===== src/rtl/bus_term_pkg.sv =====
// Shared definitions for the bus terminal port.
//   ID_W         : width of the destination ID field
//   BROADCAST_ID : destination ID accepted by every terminal
//   CNT_W        : width of the misroute statistics counter
//   MAX_PKT_W    : widest packet get_dest() can take
//   get_dest()   : extracts the destination ID from the top ID_W bits of a packet
package bus_term_pkg;

  localparam int unsigned ID_W      = 8;
  localparam logic [7:0]  BROADCAST_ID = 8'hFF;
  localparam int unsigned CNT_W     = 16;
  localparam int unsigned MAX_PKT_W = 256;

  // The packet is passed zero-extended to MAX_PKT_W together with its real
  // width, so one function serves any ANCHO up to MAX_PKT_W.
  function automatic logic [ID_W-1:0] get_dest(input logic [MAX_PKT_W-1:0] pkt,
                                               input int unsigned pkt_w);
    return pkt[pkt_w-1 -: ID_W];
  endfunction

endpackage


===== src/rtl/bus_terminal_port_fifo.sv =====
// port_fifo: show-ahead synchronous FIFO (circular buffer, any DEPTH >= 2).
//   push/din   : write request and data; accepted when not full, or when full
//                together with a pop
//   pop        : consume head; ignored when empty
//   dout       : head entry, '0 when empty
//   count      : occupancy; full/empty derived from it
//   ovf_pulse  : push dropped this cycle (full, no pop)
//   unf_pulse  : pop requested while empty
module port_fifo
  import bus_term_pkg::*;
#(
  parameter int unsigned WIDTH = 32,
  parameter int unsigned DEPTH = 8
) (
  input  logic                       clk,
  input  logic                       reset,
  input  logic                       push,
  input  logic                       pop,
  input  logic [WIDTH-1:0]           din,
  output logic [WIDTH-1:0]           dout,
  output logic [$clog2(DEPTH+1)-1:0] count,
  output logic                       full,
  output logic                       empty,
  output logic                       ovf_pulse,
  output logic                       unf_pulse
);

  localparam int unsigned PTR_W = $clog2(DEPTH);
  localparam int unsigned CW    = $clog2(DEPTH + 1);

  logic [WIDTH-1:0] mem_q [DEPTH];
  logic [PTR_W-1:0] rd_ptr_q, rd_ptr_d;
  logic [PTR_W-1:0] wr_ptr_q, wr_ptr_d;
  logic [CW-1:0]    count_q, count_d;
  logic             do_push, do_pop;

  function automatic logic [PTR_W-1:0] ptr_inc(input logic [PTR_W-1:0] p);
    return (p == PTR_W'(DEPTH - 1)) ? '0 : p + PTR_W'(1);
  endfunction

  always_comb begin
    empty     = (count_q == '0);
    full      = (count_q == CW'(DEPTH));
    do_pop    = pop && !empty;
    // When full, a simultaneous pop frees the slot being written.
    do_push   = push && (!full || pop);
    ovf_pulse = push && full && !pop;
    unf_pulse = pop && empty;

    rd_ptr_d = do_pop  ? ptr_inc(rd_ptr_q) : rd_ptr_q;
    wr_ptr_d = do_push ? ptr_inc(wr_ptr_q) : wr_ptr_q;
    count_d  = count_q + CW'(do_push) - CW'(do_pop);

    count = count_q;
    dout  = empty ? '0 : mem_q[rd_ptr_q];
  end

  always_ff @(posedge clk) begin
    if (!reset) begin
      rd_ptr_q <= '0;
      wr_ptr_q <= '0;
      count_q  <= '0;
    end else begin
      rd_ptr_q <= rd_ptr_d;
      wr_ptr_q <= wr_ptr_d;
      count_q  <= count_d;
    end
  end

  // Storage needs no reset: dout is masked while empty.
  always_ff @(posedge clk) begin
    if (reset && do_push) begin
      mem_q[wr_ptr_q] <= din;
    end
  end

endmodule


===== src/rtl/bus_terminal_port.sv =====
// bus_terminal_port: per-terminal bus endpoint.
//   TX : wr_en/wr_data -> TX FIFO -> pndng/D_pop (show-ahead), pop from arbiter
//   RX : push/D_push filtered on destination ID (ID or BROADCAST) -> RX FIFO
//        -> rx_valid/rx_data (show-ahead), rx_rd from agent
//   Status : sticky tx_overflow/tx_underflow/rx_overflow, saturating misroute_cnt
module bus_terminal_port
  import bus_term_pkg::*;
#(
  parameter int unsigned ANCHO       = 32,
  parameter int unsigned PROFUNDIDAD = 8,
  parameter int unsigned RX_PROF     = 8,
  parameter logic [7:0]  ID          = 8'd0,
  parameter logic [7:0]  BROADCAST   = BROADCAST_ID
) (
  input  logic                             clk,
  input  logic                             reset,
  input  logic                             wr_en,
  input  logic [ANCHO-1:0]                 wr_data,
  output logic                             tx_full,
  output logic [$clog2(PROFUNDIDAD+1)-1:0] tx_count,
  output logic                             pndng,
  output logic [ANCHO-1:0]                 D_pop,
  input  logic                             pop,
  input  logic                             push,
  input  logic [ANCHO-1:0]                 D_push,
  output logic                             rx_valid,
  output logic [ANCHO-1:0]                 rx_data,
  input  logic                             rx_rd,
  output logic                             tx_overflow,
  output logic                             tx_underflow,
  output logic                             rx_overflow,
  output logic [15:0]                      misroute_cnt
);

  logic                           tx_empty, tx_ovf, tx_unf;
  logic                           rx_empty, rx_full, rx_ovf, rx_unf;
  logic [$clog2(RX_PROF+1)-1:0]   rx_count;
  logic                           rx_unused;
  logic [ID_W-1:0]                dest;
  logic                           accept, misroute;

  logic             tx_overflow_q, tx_overflow_d;
  logic             tx_underflow_q, tx_underflow_d;
  logic             rx_overflow_q, rx_overflow_d;
  logic [CNT_W-1:0] misroute_q, misroute_d;

  port_fifo #(.WIDTH(ANCHO), .DEPTH(PROFUNDIDAD)) u_tx_fifo (
    .clk       (clk),
    .reset     (reset),
    .push      (wr_en),
    .pop       (pop),
    .din       (wr_data),
    .dout      (D_pop),
    .count     (tx_count),
    .full      (tx_full),
    .empty     (tx_empty),
    .ovf_pulse (tx_ovf),
    .unf_pulse (tx_unf)
  );

  port_fifo #(.WIDTH(ANCHO), .DEPTH(RX_PROF)) u_rx_fifo (
    .clk       (clk),
    .reset     (reset),
    .push      (accept),
    .pop       (rx_rd),
    .din       (D_push),
    .dout      (rx_data),
    .count     (rx_count),
    .full      (rx_full),
    .empty     (rx_empty),
    .ovf_pulse (rx_ovf),
    .unf_pulse (rx_unf)
  );

  // RX occupancy and read-while-empty are not reported at this level.
  assign rx_unused = ^{rx_count, rx_full, rx_unf};

  always_comb begin
    dest     = get_dest(MAX_PKT_W'(D_push), ANCHO);
    accept   = push && ((dest == ID) || (dest == BROADCAST));
    misroute = push && !accept;

    tx_overflow_d  = tx_overflow_q  | tx_ovf;
    tx_underflow_d = tx_underflow_q | tx_unf;
    rx_overflow_d  = rx_overflow_q  | rx_ovf;
    misroute_d     = (misroute && (misroute_q != '1)) ? misroute_q + CNT_W'(1) : misroute_q;

    pndng        = !tx_empty;
    rx_valid     = !rx_empty;
    tx_overflow  = tx_overflow_q;
    tx_underflow = tx_underflow_q;
    rx_overflow  = rx_overflow_q;
    misroute_cnt = misroute_q;
  end

  always_ff @(posedge clk) begin
    if (!reset) begin
      tx_overflow_q  <= 1'b0;
      tx_underflow_q <= 1'b0;
      rx_overflow_q  <= 1'b0;
      misroute_q     <= '0;
    end else begin
      tx_overflow_q  <= tx_overflow_d;
      tx_underflow_q <= tx_underflow_d;
      rx_overflow_q  <= rx_overflow_d;
      misroute_q     <= misroute_d;
    end
  end

endmodule


===== config.mk =====
export PLATFORM = sky130hd
export DESIGN_NAME = bus_terminal_port
export DESIGN_NICKNAME = d
export VERILOG_FILES = /design/src/rtl/bus_term_pkg.sv /design/src/rtl/bus_terminal_port_fifo.sv /design/src/rtl/bus_terminal_port.sv
export SDC_FILE = /design/constraint.sdc
export NUM_CORES = 1
export LEC_CHECK = 0
export BUFFER_PORTS_ARGS = -buffer_cell sky130_fd_sc_hd__buf_2
export CELL_PAD_IN_SITES_DETAIL_PLACEMENT = 0
export CELL_PAD_IN_SITES_GLOBAL_PLACEMENT = 2
export CORE_ASPECT_RATIO = 0.75
export CORE_UTILIZATION = 45
export CTS_CLUSTER_DIAMETER = 150
export CTS_CLUSTER_SIZE = 14
export DETAILED_ROUTE_END_ITERATION = 8
export GPL_TIMING_DRIVEN = 0
export PLACE_DENSITY_LB_ADDON = 0.1
export SYNTH_ARGS = -nofsm -noshare
export SYNTH_HDL_FRONTEND = slang
export SYNTH_SLANG_ARGS = --single-unit
export TNS_END_PERCENT = 100

===== constraint.sdc =====
create_clock -name clk -period 5.7 [get_ports clk]
set_input_delay 0.57 -clock clk [delete_from_list [all_inputs] [get_ports clk]]
set_output_delay 0.57 -clock clk [all_outputs]
set_load 0.05 [all_outputs]

==> results of run 1 <==
registers in the layout (all words and copies together) (netlist names), named ones only:
register            cells
u_tx_fifo.rd_ptr_q      3
rx_overflow             1
u_tx_fifo.wr_ptr_q      3
u_rx_fifo.mem_q       256
u_rx_fifo.wr_ptr_q      3
u_rx_fifo.count         4
u_tx_fifo.count         4
u_tx_fifo.mem_q       256
tx_overflow             1
misroute_cnt           16
tx_underflow            1
u_rx_fifo.rd_ptr_q      3
metal layers:
| metal | vias up | GRT usage | wire length, um |
|---|---|---|---|
| met5 | - | 0 | 10 |
| met4 | 2 | 0.0436 | 659 |
| met3 | 54 | 0.0310 | 2310 |
| met2 | 252 | 0.282 | 20800 |
| met1 | 5541 | 0.291 | 22400 |
| li1 | 4899 | - | - |
synth_stat cells, types with 2 or more instances:
| library cell | count |
|---|---|
| a21o_1 | 2 |
| a21oi_1 | 26 |
| and2_1 | 5 |
| and3_2 | 2 |
| and4_1 | 2 |
| buf_1 | 7 |
| buf_2 | 14 |
| clkbuf_1 | 31 |
| dfxtp_1 | 45 |
| edfxtp_1 | 512 |
| fa_1 | 2 |
| ha_1 | 21 |
| inv_1 | 24 |
| mux2i_1 | 67 |
| mux4_2 | 128 |
| nand2_1 | 31 |
| nand2b_1 | 6 |
| nand3_1 | 13 |
| nand4_1 | 9 |
| nor2_1 | 84 |
| nor3_1 | 10 |
| nor4_1 | 4 |
| o21ai_0 | 10 |
| o31ai_1 | 3 |
| or3_1 | 13 |
| or4_1 | 3 |
| xnor2_1 | 2 |
| xor2_1 | 2 |
area by class of cell:
type	instances	area [um2]
Buffer	54	238
Sequential cell	557	16300
Inverter	24	90.1
Antenna cell	1	2.50
Tap cell	639	800
Fill cell	3848	22300
Timing Repair Buffer	198	1330
Clock inverter	2	13.8
Multi-Input combinational cell	461	5180
Clock buffer	73	1270
power by group:
| group | internal (mW) | switching [mW] | total, mW | leakage (nW) |
|---|---|---|---|---|
| logic | 0.914 | 2.06 | 2.97 | 2.58 |
| clock network | 1.52 | 1.37 | 2.89 | 0.618 |
| registers | 4.54 | 0.0456 | 4.58 | 4.98 |
| total | 6.98 | 3.48 | 10.5 | 8.17 |
path summary, 6_finish.rpt:
path	start	endpoint	slack [ns]	cells after the start
max	flop	rx_data[1]	2.07	6
min	wr_en	tx_overflow	0.24	3
max reg2reg	u_tx_fifo.count[2]	u_tx_fifo.mem_q[0][12]	2.55	10
min reg2reg	tx_underflow	tx_underflow	0.47	2
worst max-delay path, cell delays in order (launching register included):
cell and delay (ns):
dfxtp_1 0.30, clkbuf_1 0.44, clkbuf_1 0.66, mux4_2 0.33, mux2i_1 0.07, nor2_1 0.35
buf_2 0.34
logic make-up after synthesis:
group,share of synthesized area
xor gates and xnor gates,0.00162
and+or+nand+nor,0.0422
buffers and inverters,0.0151
muxes,0.164
DFF,0.751
AOI/OAI and AO/OA,0.0124
adders and majority gates,0.0140
placed cells by master (no fill, tap or decap), types with 21 or more instances in the layout:
master     netlist  layout
inv_1           24      24
clkbuf_16        0      47
mux2i_1         67      67
buf_2           14     172
dfxtp_1         45      45
a21oi_1         26      26
nor2_1          84      75
clkbuf_1        31      57
nand2_1         31      31
mux4_2         128     128
edfxtp_1       512     512
ha_1            21      21
buf_6            1      26
per-stage QoR:
step / instance area [um2] / setup TNS [ns] / util / hold slack (ns) / setup slack [ns]
after global routing: 25200 / 0 / 0.531 / 0.240 / 1.90
final: 25200 / 0 / 0.531 / 0.242 / 2.07
after CTS: 25200 / 0 / 0.531 / 0.204 / 2.10
after global placement: 23300 / -391.07 / 0.490 / 0.451 / -3.53
after detailed placement: 23900 / 0 / 0.504 / 0.461 / 2.18
after floorplan: 21700 / 0 / - / 0.450 / 0.634
==> summary.txt, run 1 <==
Synthesis
  – Avg Cell Area, Syn: around 20 um2
  – Synth Cell Area: about 22000 um2
  – Fraction of registers with async set/reset: 0
  – Yosys Warn Count: 0
  – Seq/Total Area, Yosys: 0.751
  – Post-synth EDFFs: 512
  – Synth area leaders: edfxtp_1, mux4_2, dfxtp_1
  – Top-area cell type share of the netlist area: 0.709
  – Register bit count reported by yosys: between 500 and 600
  – Post-synth top area cell: edfxtp_1
  – Mapped Cells: ~1100
  – Syn Nets: about 1200
  – Synth cell types: 46
  – Primary FF master, synth: edfxtp_1

Route
  – Via Count: between 10000 and 15000
  – Final ANT Viol Nets: 0
  – Vias per inst: 5.35
  – Wire per inst: 23.0 um
  – Remaining DRCs: 0
  – Drt first-iter violations: between 800 and 900
  – DRT Pass-1 Iters: 7
  – WL final: around 46 mm

Layout
  – Area grow syn2layout: 16.2%
  – Layout Cells excl Fill: between 2000 and 2500
  – Layout cells sized above 1: 0.303
  – Nets: 1434

Power
  – VDD IR max: ~0.25 mV
  – Leakage power: 8.17 nW
  – Overall Power: around 10 mW
  – PD cells: 415 nW/um2

Clock network
  – Hold_buf cts: 0
  – CTS Root Cell: clkbuf_16
  – CTS max path bufs: 3
  – TritonCTS clock tree: done
  – H-tree level count: 2
  – Clock transition at path regs: 0.07 ns
  – CTS Buf Count: between 40 and 50
  – Num Clock Sinks: about 560
  – # resized after CTS: 0
  – Post-CTS setup buffers: 0
  – Skew-Pair Late Insertion Delay: about 0.57 ns

GRT
  – GR Overflow Total: 0
  – Initial antenna violation count: 1
  – Vias in the first global route: around 11000
  – GR Util All Layers: 0.189
  – First-pass GRT wire length: 68.3 mm
  – Pin count of the biggest net entering global routing: 22

Timing
  – Max Freq: 276 MHz
  – Unrepaired setup endpoints after global routing: false
  – Period utilisation layout: 0.636
  – Relative slew slack: 0.348
  – Final Critical Period: ~3.6 ns
  – # setup viols final: 0
  – Slew of the pin with the lowest slew margin: a little under 1 ns
  – Final Max Slew Viols: 0
  – Final Skew: 0.0155 ns
  – Fin. Hold Viols: 0

Die
  – Die height: just under 200 um
  – Floorplan row count: 69
  – Core area: approximately 47000 um2
  – Die area: 49100 um2
  – Ports: 160
  – Initial Util: 0.457
  – Die Width: between 200 and 300 um

Critical path
  – Worst EP required: 5.13 ns
  – Critical path class: flop to output port
  – Critical Path AT: 3.06 ns
  – Max Fanout on Critical Path: 10
  – Type of origin of the critical path: flop
  – CP Capture Type: output port

Min path
  – Worst hold-check path type: input pin to flop

Place
  – Final GP Congestion: between 0.7 and 0.8
  – Port bufs: roughly 160
  – Hpwl dp: approximately 30 mm
  – Placed insts: 1933

Job
  – Max_cap viols: 0

Status
  – Status: complete, no violations
No activity file was read; power rests on OpenSTA's default activity.
==> run 2, diff against run 1 <==
--- a/config.mk
+++ b/config.mk
@@ -9,7 +9,7 @@
 export CELL_PAD_IN_SITES_DETAIL_PLACEMENT = 0
 export CELL_PAD_IN_SITES_GLOBAL_PLACEMENT = 2
 export CORE_ASPECT_RATIO = 0.75
-export CORE_UTILIZATION = 45
+export CORE_UTILIZATION = 42
 export CTS_CLUSTER_DIAMETER = 150
 export CTS_CLUSTER_SIZE = 14
 export DETAILED_ROUTE_END_ITERATION = 8
==> constraint.sdc (replaced) <==
create_clock -name clk -period 3 [get_ports clk]
set_input_delay 0.3 -clock clk [delete_from_list [all_inputs] [get_ports clk]]
set_output_delay 0.3 -clock clk [all_outputs]
set_load 0.05 [all_outputs]
==> run 2 against run 1 <==
Count of clock-buffer cells in the layout fell by 10; final cell count is 2.9% higher; non-clock buffer count is 49 higher; wire length increased by 2.2%; critical endpoint is now u_tx_fifo.mem_q[0][20]; core utilization is 1.7 points lower; highest routed layer unchanged; hold slack lost 0.21 ns.
==> summary.txt, run 2 (synthesis results as in run 1) <==
Clock network
  – CTS Buf Count: 45 (unchanged)
  – H-tree level count: 2 (unchanged)
  – CTS max path bufs: 3 (unchanged)
  – CTS Root Cell: clkbuf_16
  – Skew-Pair Late Insertion Delay: 0.58 ns (about the same)
  – Clock transition at path regs: 0.07 ns (about the same)
  – TritonCTS clock tree: done
  – Num Clock Sinks: 557 (unchanged)

Route
  – Drt first-iter violations: 887 (+8.3%)
  – Remaining DRCs: 0 (unchanged)
  – Final ANT Viol Nets: 0 (unchanged)
  – Vias per inst: 5.27 (-1.5%)
  – Via Count: 10900 (+1.4%)
  – WL final: 47.1 mm (+2.2%)
  – DRT Pass-1 Iters: 5 (-2)
  – Wire per inst: 22.8 um (-0.67%)

Critical path
  – Max Fanout on Critical Path: 12 (+2)
  – CP dominant cell by count: buf_16
  – Slowest cell on crit path: nor3_4
  – Slowest stage delay, CP: 0.65 ns (about the same)
  – Cell breakdown of the critical path: inv_1 -> ha_1 -> nor3b_2 -> nor2b_1 -> nand2b_4 -> or3_4 -> nor3_4 -> buf_16 -> buf_16
  – Critical path class: flop to flop
  – CP Capture Type: flop
  – Worst EP required: 3.29 ns (-1.84 ns)
  – Critical Path AT: 3.17 ns (+0.11 ns)
  – Type of origin of the critical path: flop

Job
  – Max_cap viols: 0 (unchanged)

Timing
  – Max Freq: approximately 350 MHz
  – Fin. Hold Viols: 0 (unchanged)
  – Final Max Slew Viols: 0 (unchanged)
  – Period utilisation layout: 0.960
  – Relative slew slack: 0.456 (+0.108)
  – # setup viols final: 0 (unchanged)
  – Final Worst Setup Slack: 0.121 ns (-1.95 ns)
  – Final Critical Period: about 2.9 ns
  – Unrepaired setup endpoints after global routing: true
  – Slew of the pin with the lowest slew margin: 0.814 ns (-0.164 ns)
  – Final Skew: 0.00876 ns (-0.00674 ns)

Power
  – PD cells: 770 nW/um2 (+86%)
  – VDD IR max: 0.429 mV (+71%)
  – Leakage power: 8.51 nW (+4.1%)

Layout
  – Nets: 1485 (+3.6%)
  – Register area: 16300 um2 (about the same)
  – Most common cell after layout, fill and taps aside: edfxtp_1
  – Multi-input combinational cell area: 5270 um2 (+1.7%)
  – Final core utilization: 0.513 (-0.0173)
  – Layout cells sized above 1: 0.311 (+0.00821)
  – Area grow syn2layout: 19.7%
  – Fill cells: 4146 (+7.7%)
  – Antenna cell count: 0 (-1)
  – Commonest cells after routing, fill and taps aside: edfxtp_1, buf_2, mux4_2

Die
  – Floorplan row count: 71 (+2.9%)
  – Die height: 199 um (+3.5%)
  – Ports: 160 (unchanged)
  – Core area: 50500 um2 (+6.5%)
  – Die Width: 264 um (+3.5%)
  – Die area: 52500 um2 (+7.1%)
  – Initial Util: 0.429 (-0.0277)

GRT
  – GR Overflow Total: 0 (unchanged)
  – First-pass GRT wire length: 71.1 mm (+4.1%)
  – Initial antenna violation count: 1 (unchanged)
  – GR Util All Layers: 0.183 (-0.00623)
  – Vias in the first global route: 11400 (+5.1%)
  – Pin count of the biggest net entering global routing: 33 (+50%)

Place
  – Port bufs: 158 (unchanged)
  – Final GP Congestion: 0.696 (-4.3%)
  – Pre-CTS WS: -0.343 ns (-2.52 ns)
  – Hpwl dp: 29.2 mm (-1.6%)

Min path
  – Worst hold-check path type: input pin to flop

Status
  – Status: complete, no violations
-- run 2: critical path, delay by kind of cell, from the launching register on --
kind	cells	cell delay, ns
and+or+nand+nor	5	1.56
buffers and inverters	3	0.47
DFF	1	0.35
adders and majority gates	1	0.19
-- run 2: routing by layer --
metal,track usage,vias up,routed length [um],part of all wire
li1,-,4988,-,-
met4,0.0472,2,753,0.016
met1,0.274,5648,22800,0.48
met3,0.0288,58,1840,0.039
met2,0.280,201,21700,0.46
met5,0,-,8,0.00017
-- run 2: through the flow --
stage | hold WS (ns) | total power, mW | instance area (um2) | instances | setup TNS, ns
final | 0.0352 | 20.0 | 25900 | 2067 | 0
after global routing | 0.0390 | 20.9 | 25900 | 2067 | -0.273
after CTS | 0.00284 | 20.3 | 25900 | 2066 | 0
after detailed placement | 0.453 | 14.7 | 23900 | 1940 | -12.43
after global placement | 0.454 | 14.6 | 23400 | 1911 | -752.32
after floorplan | 0.399 | 13.2 | 21800 | 1096 | -102.17
-- run 2: worst paths after layout --
kind                            slack, ns                     end  depth (start not counted)               start
worst max-delay path                 0.12  u_tx_fifo.mem_q[0][20]                          9  u_tx_fifo.count[2]
worst min-delay path                 0.04  u_rx_fifo.mem_q[0][25]                          1          D_push[25]
worst max register to register       0.12  u_tx_fifo.mem_q[0][20]                          9  u_tx_fifo.count[2]
worst min register to register       0.48             tx_overflow                          2         tx_overflow
-- run 2: power breakdown --
part | total, mW | internal (mW) | switching [mW]
registers | 8.74 | 8.63 | 0.110
logic | 5.81 | 1.86 | 3.95
clock network | 5.43 | 2.84 | 2.59
-- run 2: layout make-up --
cell class	count	share of cell area
inverters	24	0.00347
flip-flops and latches	557	0.628
clock buffers	63	0.0476
clock inverters	2	0.000530
plain buffers	51	0.0129
well taps	657	0.0317
multi-input cells	463	0.203
repair buffers	250	0.0733
-- run 2: what timing repair did --
| action | CTS | global route |
|---|---|---|
| gates cloned | 0 | 2 |
| pin swaps | 5 | 1 |
| resized for setup | 36 | 24 |
| setup endpoints to repair | 173 | 145 |
| setup buffers | 3 | 0 |
| hold buffers | 60 | 0 |
| endpoints found under the hold margin | 459 | 0 |
